## src/rtl/rr_arb_mux.sv

```systemverilog
// Registered N-to-1 arbitrated multiplexer with per-channel valid/ready handshakes,
// round-robin or fixed-priority selection, and a one-entry output register.
module rr_arb_mux #(
  parameter int unsigned WIDTH    = 8,
  parameter int unsigned CHANNELS = 4,
  parameter int unsigned SEL_BITS = 2
) (
  input  logic                      clk,
  input  logic                      reset,
  input  logic                      mode,
  input  logic [CHANNELS*WIDTH-1:0] in_data,
  input  logic [CHANNELS-1:0]       in_valid,
  output logic [CHANNELS-1:0]       in_ready,
  output logic [WIDTH-1:0]          out_data,
  output logic [SEL_BITS-1:0]       out_sel,
  output logic                      out_valid,
  input  logic                      out_ready
);

  localparam logic [SEL_BITS-1:0] LAST_IDX = SEL_BITS'(CHANNELS - 1);

  logic [SEL_BITS-1:0] rr_ptr;
  logic [SEL_BITS-1:0] base_idx;
  logic [SEL_BITS-1:0] grant_idx;
  logic [SEL_BITS-1:0] next_ptr;
  logic                grant_valid;
  logic                can_load;
  logic                load;
  int unsigned         scan_idx;
  logic [WIDTH-1:0]    chan_word [CHANNELS];

  // Unpack the flat input bus into one word per channel.
  for (genvar i = 0; i < CHANNELS; i++) begin : g_unpack
    assign chan_word[i] = in_data[i*WIDTH +: WIDTH];
  end

  // Fixed priority is a round-robin search that always starts at channel 0.
  assign base_idx = mode ? '0 : rr_ptr;

  // Scan from base_idx with wrap; scan_idx stays within 0..CHANNELS-1 so
  // indices beyond the last channel are never considered.
  always_comb begin
    grant_valid = 1'b0;
    grant_idx   = '0;
    scan_idx    = 0;
    for (int unsigned k = 0; k < CHANNELS; k++) begin
      scan_idx = 32'(base_idx) + k;
      if (scan_idx >= CHANNELS) begin
        scan_idx = scan_idx - CHANNELS;
      end
      if (!grant_valid && in_valid[SEL_BITS'(scan_idx)]) begin
        grant_valid = 1'b1;
        grant_idx   = SEL_BITS'(scan_idx);
      end
    end
  end

  assign can_load = !out_valid || out_ready;
  assign load     = can_load && grant_valid && !reset;
  assign next_ptr = (grant_idx == LAST_IDX) ? '0 : grant_idx + SEL_BITS'(1);

  // Accept strobe for the granted channel only.
  always_comb begin
    in_ready = '0;
    if (load) begin
      in_ready[grant_idx] = 1'b1;
    end
  end

  // Output slot and round-robin pointer.
  always_ff @(posedge clk or posedge reset) begin
    if (reset) begin
      out_valid <= 1'b0;
      out_data  <= '0;
      out_sel   <= '0;
      rr_ptr    <= '0;
    end else if (load) begin
      out_valid <= 1'b1;
      out_data  <= chan_word[grant_idx];
      out_sel   <= grant_idx;
      if (!mode) begin
        rr_ptr <= next_ptr;
      end
    end else if (out_ready) begin
      out_valid <= 1'b0;
    end
  end

endmodule

```

## config.mk

```make
export PLATFORM = sky130hd
export DESIGN_NAME = rr_arb_mux
export DESIGN_NICKNAME = d
export VERILOG_FILES = /design/src/rtl/rr_arb_mux.sv
export SDC_FILE = /design/constraint.sdc
export NUM_CORES = 1
export LEC_CHECK = 0
export CORE_MARGIN = 3
export CORE_UTILIZATION = 40
export DETAILED_ROUTE_END_ITERATION = 7
export PLACE_DENSITY = 0.8
export SYNTH_ARGS = -nofsm -noshare
export SYNTH_HDL_FRONTEND = slang
export SYNTH_SLANG_ARGS = --single-unit
export TNS_END_PERCENT = 5
```

## constraint.sdc

```tcl
create_clock -name clk -period 3.15 [get_ports clk]
set_clock_uncertainty 0.15 [all_clocks]
set_input_delay 0.63 -clock clk [delete_from_list [all_inputs] [get_ports clk]]
set_output_delay 0.63 -clock clk [all_outputs]
set_load 0.02 [all_outputs]
```

==> metrics.yaml <==
outcome:
  outcome: "completed"
worst_setup_path:
  slowest_stage: "dlygate4sd2_1"
  critPathLaunchType: "input pin"
  cp.arrival_ns: 2.23
  crit_path_max_fanout: 5
  cp_data_required_time_ns: 2.37
  critPathMaxStageDelay_ns: 0.33
  cpMostUsedCell: "buf_4"
  timing.rr.start: "rr_ptr[0]$_DFFE_PP0P_"
  end_kind: "primary output"
  cp_cell_sequence: "dlygate4sd2_1, buf_4, nor3_1, a21oi_1, buf_4, a21oi_4, or2_4, nor2b_2, buf_4"
  setup.worst_path.class: "input pin to primary output"
  rr_worst_depth: 9
  reg2reg_to: "out_data[6]$_DFFE_PP0P_"
  rrSetupSlack_ns: 0.69
pwr:
  power_density_mw_per_mm2: 586
  ir_drop_v: 0.000436
  power.total_mw: 1.09
  leakage_nw: 0.823
sta:
  finalSetupViolations: 0
  fin_crit_sh_pct: 95.6
  fmax_mhz: 332
  maxSlewHeadroom_pct: 66.3
  setup_ws_ns: 0.139
  whs_ns: 0.363
  finalHoldViolations: 0
  max_slew.worst_pin.slew_ns: 0.504
  slew_viol_final: 0
  finalCriticalPeriod_ns: 3.01
logic_synthesis:
  yosysUniqueCellTypes: 39
  synth.area.top_cells: "dfrtp_1 30%, mux2i_1 8.3%, a221oi_2 5.5%"
  ys_warn_count: 0
  avgSynthCellArea_um2: 8.91
  synth.most_common_cell: "nand2_1"
  syn-num-nets: 163
  ys_ff_latch: 13
  synthArstFlopShare_pct: 100
  synth-main-ff-cell: "dfrtp_1"
  synthesis.area_mm2: 0.00109
  yosysSeqAreaShare_pct: 29.9
  ys_top_cells_by_count: "15 x nand2_1, 13 x dfrtp_1, 9 x mux2i_1, 9 x nor3_1"
  synth_cells: 122
  synth_edf_count: 0
  synth_top_area_share_pct: 29.9
  yosysTopAreaCell: "dfrtp_1"
grt:
  busiest_layer: "met2"
  met1_usage_pct: 26.0
  grt_max_degree: 14
  use_met2_pct: 37.3
  antenna_found_initial: 0
  grt_pass1_wl_mm: 5.90
  overflow: 0
  grt_use_met3_pct: 6.46
  grt_pass1_vias: 1352
  grt_usage_pct: 22.3
min_path:
  hp-class: "register to register"
  min_path_cells: 2
  worstHoldStart: "out_sel[0]$_DFFE_PP0P_"
  min_to: "out_sel[0]$_DFFE_PP0P_"
cells_and_area:
  finalNetCount: 241
  final_area_mm2: 0.00187
  area_delta_synth_final_pct: 71.7
  drive_gt1_share_pct: 29.1
  diodes: 0
  n_fill_cell: 199
  seqCellArea_um2: 325
  multi_input_area_um2: 736
drt:
  drtIter0Drc: 41
  wirelength_mm: 3.47
  via_per_inst: 5.58
  drt_first_pass_iters: 5
  vias: 1278
  drc: 0
  wl_per_cell_um: 15.2
  ant_nets: 0
floorplan:
  core-area_mm2: 0.00252
  die-area_mm2: 0.00338
  die_y_um: 58.1
  io_pins: 55
  num_rows: 18
  die_x_um: 58.1
  start_util_pct: 43.1
placed_design:
  placed_area_mm2: 0.00179
  hpwlAfterDp_mm: 2.66
  io_buffers: 54
  place_ws_ns: -0.703
  gp_congestion: 0.850
clocking:
  cts_sinks: 13
  post_cts_buffers: 0
  numCtsBuffers: 3
  cts_tree: "done"
  clock_latency_ns: 0.28
  cts-root-buf: "clkbuf_4"
  htreeDepth: 1
  clockBufferDepth: 2
  cts.reportedPaths.clkPinSlew_ns: 0.08
job:
  drv_cap: 0
## registers in the layout, summed over array words and instances (netlist names)
register	count
out_data	8
out_sel	2
rr_ptr	2
out_valid	1
## cells by family (layout without fill, tap and decap cells)
group	Yosys count	in the layout	synth area share (%)
AOI/OAI and AO/OA	33	33	24.2
muxes	10	10	9.32
and+or+nand+nor	55	55	28.0
buffers and inverters	10	87	7.48
adders and majority gates	1	1	1.15
DFF	13	13	29.9
## area by class of cell
cell class	instances	share of cell area, %
Tap cell	30	2.01
Clock buffer	4	1.41
Multi-Input combinational cell	99	39.4
Inverter	2	0.402
Sequential cell	13	17.4
Timing Repair Buffer	81	39.3
## worst max path at each step
stage / slack (ns) / depth (start not counted) / start / endpoint
2_1_floorplan: 0.17 / 9 / mode / in_ready[0]
3_3_place_gp: -0.57 / 9 / mode / in_ready[3]
6_report: 0.14 / 9 / in_valid[0] / in_ready[0]
5_1_grt: -0.02 / 8 / rr_ptr[0]$_DFFE_PP0P_ / in_ready[2]
3_5_place_dp: -0.70 / 9 / mode / in_ready[3]
4_1_cts: 0.009 / 10 / in_valid[1] / in_ready[0]
## critical path, delay by kind of cell
kind | cells | cell delay (ns)
AOI/OAI and AO/OA | 2 | 0.33
buffers and inverters | 4 | 0.83
and+or+nand+nor | 3 | 0.44
## metrics by stage
stage | setup TNS (ns) | util (%) | cells
after CTS | 0 | 72.1 | 229
after global routing | -0.0491 | 74.0 | 229
after global placement | -2.11 | 71.1 | 225
after floorplan | 0 | - | 122
after detailed placement | -2.44 | 71.1 | 225
final | 0 | 74.0 | 229
## cell usage in the layout, fill, tap and decap left out, types with 4 or more instances in the layout
master and instances:
a31oi_1 4, buf_4 29, and3_1 5, nand3_1 4
mux2i_1 9, nor2_1 5, clkdlybuf4s50_1 45, dfrtp_1 13
o221ai_1 4, a221oi_2 4, o21ai_1 6, nand2_1 13
nor3_1 9
## power breakdown
| part | internal (mW) | switching [mW] |
|---|---|---|
| Sequential | 0.228 | 0.0713 |
| Clock | 0.0491 | 0.0556 |
| Combinational | 0.363 | 0.327 |
## timing repair
action / 4_1_cts / 5_1_grt
resized for setup: 26 / 17
hold buffers: 0 / 0
endpoints found under the setup margin: 4 / 4
pin swaps: 3 / 5
## per-layer routing
layer / share of wire (%) / vias to the layer above
met5: 0 / -
met4: 1.5 / 0
met3: 8.0 / 6
met2: 50 / 65
met1: 40 / 596
li1: - / 611
No activity file was read; power rests on OpenSTA's default activity.
